[src/rtl/multi_net_snapshot.sv]
// Multi-channel snapshot buffer: queues masked channel groups and emits the
// selected channels one per beat on a narrow valid/ready stream.
package multi_net_snapshot_pkg;
  typedef enum logic {IDLE = 1'b0, EMIT = 1'b1} state_t;
endpackage

module multi_net_snapshot
  import multi_net_snapshot_pkg::*;
#(
  parameter int unsigned NUM_CH   = 4,
  parameter int unsigned CH_WIDTH = 8,
  parameter int unsigned DEPTH    = 4,
  localparam int unsigned CW      = (NUM_CH > 1) ? $clog2(NUM_CH) : 1
) (
  input  logic                         clk,
  input  logic                         rst,
  input  logic                         in_valid,
  output logic                         in_ready,
  input  logic [NUM_CH*CH_WIDTH-1:0]   in_data,
  input  logic [NUM_CH-1:0]            in_mask,
  output logic                         out_valid,
  input  logic                         out_ready,
  output logic [CH_WIDTH-1:0]          out_data,
  output logic [CW-1:0]                out_ch,
  output logic                         out_last,
  output state_t                       state,
  output logic [$clog2(DEPTH):0]       count,
  output logic                         overflow
);

  localparam int unsigned DW   = NUM_CH * CH_WIDTH;
  localparam int unsigned PW   = $clog2(DEPTH);
  localparam int unsigned CNTW = PW + 1;

  logic [DW-1:0]     data_mem [DEPTH];
  logic [NUM_CH-1:0] mask_mem [DEPTH];
  logic [PW-1:0]     wr_ptr;
  logic [PW-1:0]     rd_ptr;

  state_t            state_d;
  logic              push;
  logic              pop;
  logic [CNTW-1:0]   count_d;
  logic              out_valid_d;
  logic [CH_WIDTH-1:0] out_data_d;
  logic [CW-1:0]     out_ch_d;
  logic              out_last_d;
  logic [DW-1:0]     head_data;
  logic [NUM_CH-1:0] head_mask;
  logic [DW-1:0]     nxt_data;
  logic [NUM_CH-1:0] nxt_mask;
  logic [CW-1:0]     sel_ch;

  // Lowest set mask bit at or above 'from'.
  function automatic logic [CW-1:0] first_set(input logic [NUM_CH-1:0] m, input int from);
    logic found;
    first_set = '0;
    found     = 1'b0;
    for (int i = 0; i < int'(NUM_CH); i++) begin
      if (!found && m[i] && (i >= from)) begin
        first_set = CW'(i);
        found     = 1'b1;
      end
    end
  endfunction

  function automatic logic above_set(input logic [NUM_CH-1:0] m, input int pos);
    above_set = 1'b0;
    for (int i = 0; i < int'(NUM_CH); i++) begin
      if (m[i] && (i > pos)) above_set = 1'b1;
    end
  endfunction

  function automatic logic [CH_WIDTH-1:0] chan(input logic [DW-1:0] d, input logic [CW-1:0] c);
    chan = '0;
    for (int i = 0; i < int'(NUM_CH); i++) begin
      if (CW'(i) == c) chan = d[i*CH_WIDTH +: CH_WIDTH];
    end
  endfunction

  assign push = in_valid && in_ready && (in_mask != '0);

  // Next-state and next-output logic.
  always_comb begin
    state_d    = state;
    pop        = 1'b0;
    out_data_d = out_data;
    out_ch_d   = out_ch;
    out_last_d = out_last;
    sel_ch     = '0;
    head_data  = data_mem[rd_ptr];
    head_mask  = mask_mem[rd_ptr];
    // With one entry left, the entry following the head is the one being pushed now.
    if (count == CNTW'(1)) begin
      nxt_data = in_data;
      nxt_mask = in_mask;
    end else begin
      nxt_data = data_mem[rd_ptr + PW'(1)];
      nxt_mask = mask_mem[rd_ptr + PW'(1)];
    end

    case (state)
      IDLE: begin
        if (count != '0) begin
          state_d    = EMIT;
          sel_ch     = first_set(head_mask, 0);
          out_ch_d   = sel_ch;
          out_data_d = chan(head_data, sel_ch);
          out_last_d = !above_set(head_mask, int'(sel_ch));
        end
      end
      EMIT: begin
        if (out_ready) begin
          if (!out_last) begin
            sel_ch     = first_set(head_mask, int'(out_ch) + 1);
            out_ch_d   = sel_ch;
            out_data_d = chan(head_data, sel_ch);
            out_last_d = !above_set(head_mask, int'(sel_ch));
          end else begin
            pop = 1'b1;
            if ((count > CNTW'(1)) || push) begin
              sel_ch     = first_set(nxt_mask, 0);
              out_ch_d   = sel_ch;
              out_data_d = chan(nxt_data, sel_ch);
              out_last_d = !above_set(nxt_mask, int'(sel_ch));
            end else begin
              state_d    = IDLE;
              out_ch_d   = '0;
              out_data_d = '0;
              out_last_d = 1'b0;
            end
          end
        end
      end
      default: state_d = IDLE;
    endcase

    out_valid_d = (state_d == EMIT);
    count_d     = count + CNTW'(push) - CNTW'(pop);
  end

  always_ff @(posedge clk or posedge rst) begin
    if (rst) begin
      state     <= IDLE;
      count     <= '0;
      wr_ptr    <= '0;
      rd_ptr    <= '0;
      out_valid <= 1'b0;
      out_data  <= '0;
      out_ch    <= '0;
      out_last  <= 1'b0;
      in_ready  <= 1'b1;
      overflow  <= 1'b0;
    end else begin
      state     <= state_d;
      count     <= count_d;
      wr_ptr    <= wr_ptr + PW'(push);
      rd_ptr    <= rd_ptr + PW'(pop);
      out_valid <= out_valid_d;
      out_data  <= out_data_d;
      out_ch    <= out_ch_d;
      out_last  <= out_last_d;
      in_ready  <= (count_d < CNTW'(DEPTH));
      overflow  <= overflow | (in_valid & ~in_ready);
    end
  end

  // Snapshot storage; contents are don't-care until written.
  always_ff @(posedge clk) begin
    if (push) begin
      data_mem[wr_ptr] <= in_data;
      mask_mem[wr_ptr] <= in_mask;
    end
  end

endmodule

[config.mk]
export PLATFORM = sky130hd
export DESIGN_NAME = multi_net_snapshot
export DESIGN_NICKNAME = d
export VERILOG_FILES = /design/src/rtl/multi_net_snapshot.sv
export SDC_FILE = /design/constraint.sdc
export NUM_CORES = 1
export LEC_CHECK = 0
export CORE_UTILIZATION = 34
export CTS_BUF_LIST = sky130_fd_sc_hd__clkbuf_4
export CTS_CLUSTER_DIAMETER = 200
export CTS_CLUSTER_SIZE = 12
export DETAILED_ROUTE_END_ITERATION = 8
export HOLD_SLACK_MARGIN = 0.02
export PLACE_DENSITY = 0.54
export SLEW_MARGIN = 5
export SYNTH_ARGS = -nofsm -noshare
export SYNTH_HDL_FRONTEND = slang
export SYNTH_SLANG_ARGS = --single-unit
[constraint.sdc]
create_clock -name clk -period 5.6 [get_ports clk]
set_input_delay 0.84 -clock clk [delete_from_list [all_inputs] [get_ports clk]]
set_output_delay 0.84 -clock clk [all_outputs]
set_load 0.01 [all_outputs]
## Yosys cells after proc, flatten, opt, wreduce, memory -nomap -nowiden

Memories as Yosys holds them, arrays and structs flattened.
Cells that the tools add are included.
Widths: inputs -> output; s select.

- ROM bits: 0
- Memory bits (writable): 144
- Latch bits: 0
- Flip-flop bits (word level): 21
- Output and inout port bits: 18
- Memories kept: 2

- $mul: 0
- Reductions and logical operators: 43
- Div/mod/pow operators: 0
- Shift-type cells: 0
- Equal/unequal tests: 12
- $add $sub $neg: 6
- Magnitude comparators: 15
- Mux-type cells: 111
- Bitwise operators: 4

Memories:

| memory | depth | width | read ports | clocked after Yosys merged registers in | write ports | line | RTL |
|---|---|---|---|---|---|---|---|
| data_mem | 4 | 32 | 2 | 0 | 1 | 35 | `logic [DW-1:0] data_mem [DEPTH];` |
| mask_mem | 4 | 4 | 2 | 0 | 1 | 36 | `logic [NUM_CH-1:0] mask_mem [DEPTH];` |

Operators by type and width:

| operator | count |
|---|---|
| $mux 8 | 16 |
| $mux 1 | 70 |
| $mux 2 | 19 |
| $mux 32 | 1 |
| $logic_and 1x1->1 | 24 |
| $pmux 8 s2 | 1 |
| $eq 2x2->1 const A | 6 |
| $gt 2x2->1 const A | 6 |
| $logic_not 1->1 | 12 |
| $eq 1x2->1 const A | 3 |
| $ge 1x3->1 const A | 2 |
| $ge 2x3->1 const A | 2 |
| $gt 1x2->1 const A | 3 |
| $logic_not 2->1 | 3 |
| $add 2x1->2 | 2 |
| $mux 4 | 1 |
| $ne 2x2->1 const B | 2 |
| $pmux 1 s2 | 2 |
| $pmux 2 s2 | 1 |
| $reduce_bool 4->1 | 1 |
| $add 2x1->3 const B | 1 |
| $add 3x1->3 | 1 |
| $eq 3x1->1 const B | 1 |
| $gt 3x1->1 const B | 1 |
| 9 further kinds | 10 |

## Depth between registers and ports, before layout

Gate-level depths: netlist (run 1).
An unclocked memory read counts as a cell.

- Depth after elaboration: 43
- Gate-level depth with buffers: 11

## Least setup slack after synthesis (run 1)

OpenSTA, ideal clock, no wires.

- Path kind: input to register
- From: input in_mask[1]
- To: memory data_mem[1][0] (netlist name) (enable)
- Buffers on the path: 1
- Required time: 5.118 ns
- Arrival time: 4.228 ns
- Cell stages on the path: 4
- Setup time: 0.482 ns
- Path slack: 0.890 ns
- Cells stage by stage: clkbuf_1 nor4_1 or2_2 nor3b_1

- Word-level cells in the longest chain between the ends: 4

Ends and longest elaborated chain:

| what | line | RTL |
|---|---|---|
| start, declared | 20 | `input logic [NUM_CH-1:0] in_mask,` |
| $reduce_bool 4->1 | 81 | `assign push = in_valid && in_ready && (in_mask != '0);` |
| $logic_and 1x1->1 | 81 |  |
| $mux 1 | 170 | `if (push) begin` |
| $mux 1 (not written as such) | 171 | `data_mem[wr_ptr] <= in_data;` |
| end, declared | 35 |  |

No other way between the ends.

## Worst setup path in the final report (run 1)

- From: register rd_ptr[0]
- To: register out_data[7]

- Word-level cells in the longest chain between the ends: 38

Ends and longest elaborated chain:

| what | line | RTL |
|---|---|---|
| start, declared | 38 | `logic [PW-1:0] rd_ptr;` |
| start signal, assigned | 158 | `rd_ptr <= rd_ptr + PW'(pop);` |
| $add 2x1->2 | 98, 99 |  |
| $mem_v2 4x4 | n/a |  |
| $mux 4 | 94 | `if (count == CNTW'(1)) begin` |
| $mux 1 | 60 | `if (!found && m[i] && (i >= from)) begin` |
| $mux 1 | 121 | `if ((count > CNTW'(1)) \|\| push) begin` |
| $mux 1 | 114 | `if (!out_last) begin` |
| $mux 1 | 113 | `if (out_ready) begin` |
| $mux 1 | 102 | `case (state)` |
| [19 not listed] | n/a |  |
| $mux 2 | 113 |  |
| $mux 2 | 102 |  |
| $logic_not 2->1 | 77 | `if (CW'(i) == c) chan = d[i*CH_WIDTH +: CH_WIDTH];` |
| $mux 8 (4 in a row) | 77 |  |
| $mux 8 | 121 |  |
| $mux 8 | 114 |  |
| $mux 8 | 113 |  |
| $pmux 8 s2 * | 102 |  |
| end signal, assigned | 160 | `out_data <= out_data_d;` |
| end, declared | 23 | `output logic [CH_WIDTH-1:0] out_data,` |

Every way passes the cells marked *; elsewhere a longest branch is shown, timed or not. The select of a mux whose other input is x is not followed.
A chain may end at the register's enable or synchronous reset.

==> results of run 1 <==
==> cell usage after synthesis, types with 3 or more instances <==
master,n,area (um^2)
o22ai_1,11,68.8
clkbuf_1,12,45.0
nor2_1,37,139
or3_1,5,31.3
buf_4,11,82.6
o211ai_1,4,30.0
a21oi_1,31,155
and3_1,3,18.8
a221o_1,3,30.0
o22a_1,5,43.8
a211oi_1,6,45.0
o32ai_1,3,26.3
o21a_1,3,22.5
buf_6,3,33.8
o221ai_1,3,26.3
nand2b_1,6,37.5
o21ai_0,16,80.1
mux2_2,16,180
nand2_1,58,218
ha_1,6,75.1
inv_1,24,90.1
buf_2,12,60.1
nand4_1,3,18.8
edfxtp_1,144,4320
a221oi_1,7,61.3
o31a_1,4,35.0
dfrtp_1,20,500
nor4_1,3,18.8
a31oi_1,14,87.6
nor3b_1,17,128
xor2_1,3,26.3
nor3_1,11,55.1
o31ai_1,3,22.5
nor2b_1,6,37.5
mux2i_1,24,240
mux4_2,61,1370
a22oi_1,7,52.6
==> placed cells by master (no fill, tap or decap), types with 3 or more instances in the layout <==
cell and count:
xor2_1 3, a22oi_1 7, edfxtp_1 144, o221ai_1 3, dfrtp_1 18, ha_1 6, o31a_1 4, a211oi_1 6
nand4_1 3, nor4_1 3, nor3b_1 15, o211ai_1 4, mux2_2 16, nor2_1 36, inv_1 24, mux2i_1 24
nand2b_1 6, nand2_1 58, o22ai_1 11, o32ai_1 3, o22a_1 5, a21oi_1 31, clkbuf_4 17, nor3_1 10
mux4_2 61, inv_6 4, nor2b_1 6, a31oi_1 14, buf_4 7, o21ai_0 16, a221o_1 3, o21a_1 3
a221oi_1 7, inv_8 4, o31ai_1 3, clkdlybuf4s50_1 57, or3_1 5
==> state kept, by name (all words and copies together), names as in the netlist <==
register	flops
out_ch	2
in_ready	1
out_data	8
rd_ptr	2
count	3
mask_mem	16
data_mem	128
overflow	1
wr_ptr	2
out_last	1
state	1
==> power by group <==
group	internal, uW	switching (uW)	total (uW)
sequential	1580	341	1920
clock	287	489	776
combinational	1280	1570	2840
total	3140	2400	5540
==> per-stage QoR <==
stage / utilization, % / std cells / setup slack (ns)
6_report: 39.6 / 1033 / 2.09
5_1_grt: 39.6 / 1033 / 1.86
4_1_cts: 39.6 / 1032 / 2.07
3_5_place_dp: 38.3 / 1000 / 1.83
3_3_place_gp: 38.3 / 1000 / 1.89
2_1_floorplan: - / 645 / 0.890
==> layout make-up <==
type	count	area, um^2
fill	2373	15400
antenna	1	2.50
inverter	27	101
clock inverter	15	189
multi-input combinational	414	3760
clock buffer	17	128
tap	330	413
timing repair buffer	64	623
sequential	165	4860
==> per-layer routing <==
metal  routed length, um  vias to the layer above  share of wire, %
met2               11500                      238                47
met4                 337                        0               1.4
met1               11000                     3105                45
met3                1520                       29               6.3
met5                   0                        -                 0
li1                    -                     2674                 -
==> worst register-to-register path, delay by kind of cell, from the launching register on <==
family,cells,cell delay [ns]
muxes,2,1.09
AOI/OAI and AO/OA,2,0.46
DFF,1,1.02
and+or+nand+nor,2,0.85
==> final timing paths <==
| kind | depth (start not counted) | end |
|---|---|---|
| min in group asynchronous | 2 | overflow |
| max reg2reg | 6 | out_data[7] |
| min reg2reg | 1 | overflow |
| max | 6 | out_data[7] |
| max in group asynchronous | 2 | rd_ptr[1] |
| min | 1 | overflow |
==> logic make-up (layout without fill, tap and decap cells) <==
family | after synthesis | count (layout) | synth area share, %
simple gates | 161 | 161 | 9.02
other cells | 0 | 1 | 0
xor+xnor | 3 | 3 | 0.295
flops | 165 | 165 | 54.4
fa+ha+maj | 8 | 8 | 1.18
buf+inv | 66 | 123 | 3.66
mux | 103 | 103 | 20.6
compound gates | 139 | 139 | 10.8
==> impl_results.md, run 1 <==
- Hold Startpoint: overflow
- Share of async-settable or async-resettable flops after synthesis: about an eighth
- Placer congestion estimate: approximately 0.93
- Crit path buffers/inverters: 0
- Port Buffers: 57
- Critical path class: register to register
- Synth warnings: 0
- Drt first pass iters: 7
- Met3 usage: roughly 4.4%
- Syn Std Cell Area: about 8900 um^2
- Net Count, Synth: a little under 700
- Final Hold Fails: 0
- NumNets Final: between 700 and 800
- DRT Wirelength: 24300 um
- Vias in the first global route: 6170
- Power Total: ~5500 uW
- Synth Register Bits: between 150 and 200
- Final hold slack: 0.480 ns
- CP max FO: 46
- Htree depth: 4
- Sum of negative setup slack: 0 ns
- Crit path max-delay family: multiplexers
- Initial Util: approximately a third
- Slew margin rel.: about a quarter
- Post-CTS sizing: 0
- Post-synthesis sequential area ratio: between 50% and 60%
- Pwr dens: between 500 and 600 nW/um^2
- Slew Viols, Final: 0
- Clock latency at the later pin of the worst-skew pair: about 0.58 ns
- Critical Path AT: roughly 4.0 ns
- Final Critical Period: 3.51 ns
- FP Rows: 58
- Mapped Cells: 645
- Met1 Use GR: between 20% and 30%
- Root Buffer: clkbuf_4
- Status: completed
- DRT iter0 DRCs: about 600
- Crit end category: register
- DP HPWL: ~17000 um
- Most used DFF post-synth: edfxtp_1
- Via density: ~5.9
- DR DRC count: 0
- Final period util: roughly 63%
- Worst-case vdd ir drop: about 0.00037 V
- Number of setup buffers added after CTS: 0
- CTS tree: yes
- Detailed-route via count: 6046
- Area post-placement: between 9000 and 10000 um^2
- Hold Path Class: register to register
- CP required: slightly above 6 ns
- Fin area: around 10000 um^2
- Critical path's slowest cell: dfrtp_4
- Crit path launch type: register
- Antenna viol nets, final: 0
- Reg clk slew, reported paths: about 0.15 ns
- Post-Syn Area per Cell: approximately 14 um^2
- CP startpoint: rd_ptr[0]
- Share of post-route cells with drive strength above 1: 19.7%
- Num CTS Buffers: 17
- Worst clock skew: around 0.018 ns
- Maximum buffer depth of the clock tree: 2
- Synth cell types: 66
- Routed len/inst: 23.6 um
- P&R area growth vs syn: 13.0%
- Max-cap violations: 0
- Die Height: roughly 160 um
- CTS Sinks: 165
- Initial antenna violation count: 1
- Achievable clock frequency: between 200 and 300 MHz
- Number of synthesized flops with an enable pin: 144
- R2R setup slack: between 2 and 2.5 ns
- Slowest stage delay, CP: around 1.0 ns
- IO Count: 58
- Total track usage: between 10% and 20%
- Final setup vio count: 0
- Worst Tran Pin Value: roughly 1.1 ns
- First-pass GRT wire length: 37400 um
- Die Area: between 20000 and 30000 um^2
- Pin count of the biggest net entering global routing: 50
- Met2 Use GR: approximately 30%
- Die X: about 160 um
- RSZ-0062 raised after global routing: false
- CORE AREA: 25500 um^2
- Worst r2r src: rd_ptr[0]
- Hold buffers post-CTS: 0
- Grt peak-use layer: met2
- Leakage power: between 0.003 and 0.004 uW
- Crit-path cells: mux4_2 > mux2i_4 > nand2_2 > nor3_2 > a211oi_1 > a221oi_1
- Total gr overflow: 0
Note: power is estimated with default switching activity, not from simulation.
==> inputs of run 2 (changes only) <==
- PLACE_DENSITY: 0.54 -> 0.56
- clock period: 5.6 -> 3.05 ns (I/O delays scaled with it)
==> run 2 against run 1 <==
Net effect:
- sequential cell count is the same
- sequential share of layout area down 0.98 points
- die area is the same
- via count grew 0.89%
- setup slack got worse by 1.9 ns
- first-iteration DRC count down 6.8%
- maximum frequency increased by 23%
- routed wire length up 0.44%
- clock skew increased by 0.023 ns
- combinational power up 99%
- worst hold slack lost 0.24 ns
- register-to-register slack worse by 1.9 ns
- largest cell class unchanged
==> impl_results.md, run 2 (synthesis results as in run 1) <==
- Die Height: 164 um (unchanged)
- Reg clk slew, reported paths: 0.18 ns (+0.03 ns)
- Slew margin rel.: 54.3% (+31 points)
- FP Rows: 58 (unchanged)
- Reg power frac: 32.0% (-2.6 points)
- Achievable clock frequency: 349 MHz (+23%)
- Reg2reg end: out_data[7]
- Initial antenna violation count: 0 (-1)
- Share of post-route cells with drive strength above 1: 21.9% (+2.2 points)
- Drt first pass iters: 5 (-2)
- Final period util: 93.8% (+31 points)
- Final Critical Period: 2.86 ns (-0.644 ns)
- IO Count: 58 (unchanged)
- Worst r2r src: rd_ptr[0]
- Pin count of the biggest net entering global routing: 42 (-16%)
- Diode count: 0 (-1)
- Vias in the first global route: 6009 (-2.6%)
- Root Buffer: clkbuf_4
- Routed len/inst: 23.2 um (-1.5%)
- Final Hold Fails: 0 (unchanged)
- Sw Ratio: 42.1% (-1.1 points)
- Register area: 4860 um^2 (unchanged)
- NumNets Final: 757 (+2.9%)
- RSZ-0062 raised after global routing: false
- Crit end category: register
- Fin area: 10300 um^2 (+2.1%)
- Max-cap violations: 0 (unchanged)
- Detailed-route via count: 6100 (+0.89%)
- CP required: 3.52 ns (-2.57 ns)
- Commonest non-fill, non-tap cell in the layout: edfxtp_1
- Logic pwr share: 55.0% (+3.7 points)
- Reg with most FFs: data_mem
- Psw: 4310 uW (+80%)
- Fin util: 40.4% (+0.82 points)
- Internal: 5930 uW (+89%)
- Clock latency at the later pin of the worst-skew pair: 0.59 ns (about the same)
- Die X: 164 um (unchanged)
- Antenna viol nets, final: 0 (unchanged)
- CTS tree: yes
- Most frequent cells in the layout: edfxtp_1, mux4_2, nand2_1
- DP Worst Slack: 0.226 ns (-1.60 ns)
- Hold Path Class: primary input to asynchronous set/reset pin
- CTS Sinks: 165 (unchanged)
- Placer congestion estimate: 0.894 (-4.2%)
- Leakage power: 0.00348 uW (+3.4%)
- Post-CTS sizing: 0 (unchanged)
- Pwr dens: 995 nW/um^2 (+81%)
- Status: completed
- Num CTS Buffers: 17 (unchanged)
- Fill cells: 2359 (-0.59%)
- Sum of negative setup slack: 0 ns (unchanged)
- CP max FO: 14 (-70%)
- DP HPWL: 16700 um (+0.16%)
- Maximum buffer depth of the clock tree: 2 (unchanged)
- Via density: 5.79 (-1.0%)
- Die Area: 26900 um^2 (unchanged)
- Area post-placement: 10000 um^2 (+2.5%)
- Crit path launch type: register
- Area taken by multi-input logic gates: 3770 um^2 (+0.33%)
- Min setup slack post-route: 0.189 ns (-1.91 ns)
- Clock share of power: 12.9% (-1.1 points)
- Worst clock skew: 0.0412 ns (+0.0227 ns)
- Critical path class: register to register
- DRT iter0 DRCs: 574 (-6.8%)
- P&R area growth vs syn: 15.4%
- Initial Util: 35.0% (unchanged)
- Total gr overflow: 0 (unchanged)
- Final setup vio count: 0 (unchanged)
- Number of setup buffers added after CTS: 0 (unchanged)
- Total track usage: 19.0% (-0.054 points)
- Port Buffers: 57 (unchanged)
- Slew Viols, Final: 0 (unchanged)
- First-pass GRT wire length: 37400 um (about the same)
- CORE AREA: 25500 um^2 (unchanged)
- R2R setup slack: 0.19 ns (-1.91 ns)
- DRT Wirelength: 24500 um (+0.44%)
- Htree depth: 4 (unchanged)
- Worst Tran Pin Value: 0.684 ns (-0.462 ns)
- Biggest regs: data_mem: 128 flops, mask_mem: 16 flops, out_data: 8 flops
- Worst-case vdd ir drop: 0.000456 V (+22%)
- Reg2Reg Depth: 6 (unchanged)
- Critical Path AT: 3.33 ns (-0.67 ns)
- Largest register FFs: 128 (unchanged)
- DR DRC count: 0 (unchanged)
- Hold buffers post-CTS: 0 (unchanged)
## run 2: cell count changes in the layout (fill, tap and decap cells not counted), sizes merged
cell and delta:
clkinv +5, inv -5, buf +21, diode -1
## run 2: area by class of cell
class | instances | area share, %
clock buffers | 17 | 1.24
repair buffers | 85 | 8.32
flip-flops and latches | 165 | 47.2
multi-input cells | 414 | 36.7
inverters | 27 | 0.985
well taps | 330 | 4.01
clock inverters | 15 | 1.51
## run 2: stage by stage
stage | std cells | power, uW | hold WS [ns]
4_1_cts | 1053 | 10300 | 0.212
5_1_grt | 1053 | 10800 | 0.261
3_5_place_dp | 1021 | 8940 | 0.507
6_report | 1053 | 10200 | 0.243
2_1_floorplan | 645 | 7180 | 0.433
3_3_place_gp | 1021 | 8890 | 0.441
## run 2: critical path: stages (launching register included)
cell and delay (ns):
dfrtp_4 0.60, mux4_2 0.70, mux2i_4 0.32, nand2_2 0.10
nor3_2 0.55, a211oi_1 0.18, a221oi_1 0.31
## run 2: how the worst max path moves through the flow
stage,from,endpoint,slack [ns],cells past startpoint
final,rd_ptr[0],out_data[7],0.19,6
after detailed placement,out_ready,in_ready,0.23,10
after global placement,out_ready,in_ready,0.25,10
after floorplan,in_mask[1],data_mem[1][0],-0.02,4
after CTS,count[1],out_data[7],0.21,6
after global routing,count[0],out_data[7],0.06,6
## run 2: power by group through the flow
stage / Sequential [uW] / Clock (uW) / Combinational, uW
final: 3280 / 1320 / 5640
after global routing: 3340 / 1420 / 6060
after CTS: 3280 / 1370 / 5640
after detailed placement: 3330 / 0 / 5610
after global placement: 3300 / 0 / 5590
after floorplan: 3170 / 0 / 4010
## run 2: routing by layer
metal / global-route usage (%) / up-vias / part of all wire [%]
met2: 30.3 / 250 / 47
met5: 0 / - / 0
met4: 4.92 / 0 / 1.4
met3: 2.47 / 28 / 5.6
li1: - / 2708 / -
met1: 27.4 / 3114 / 46
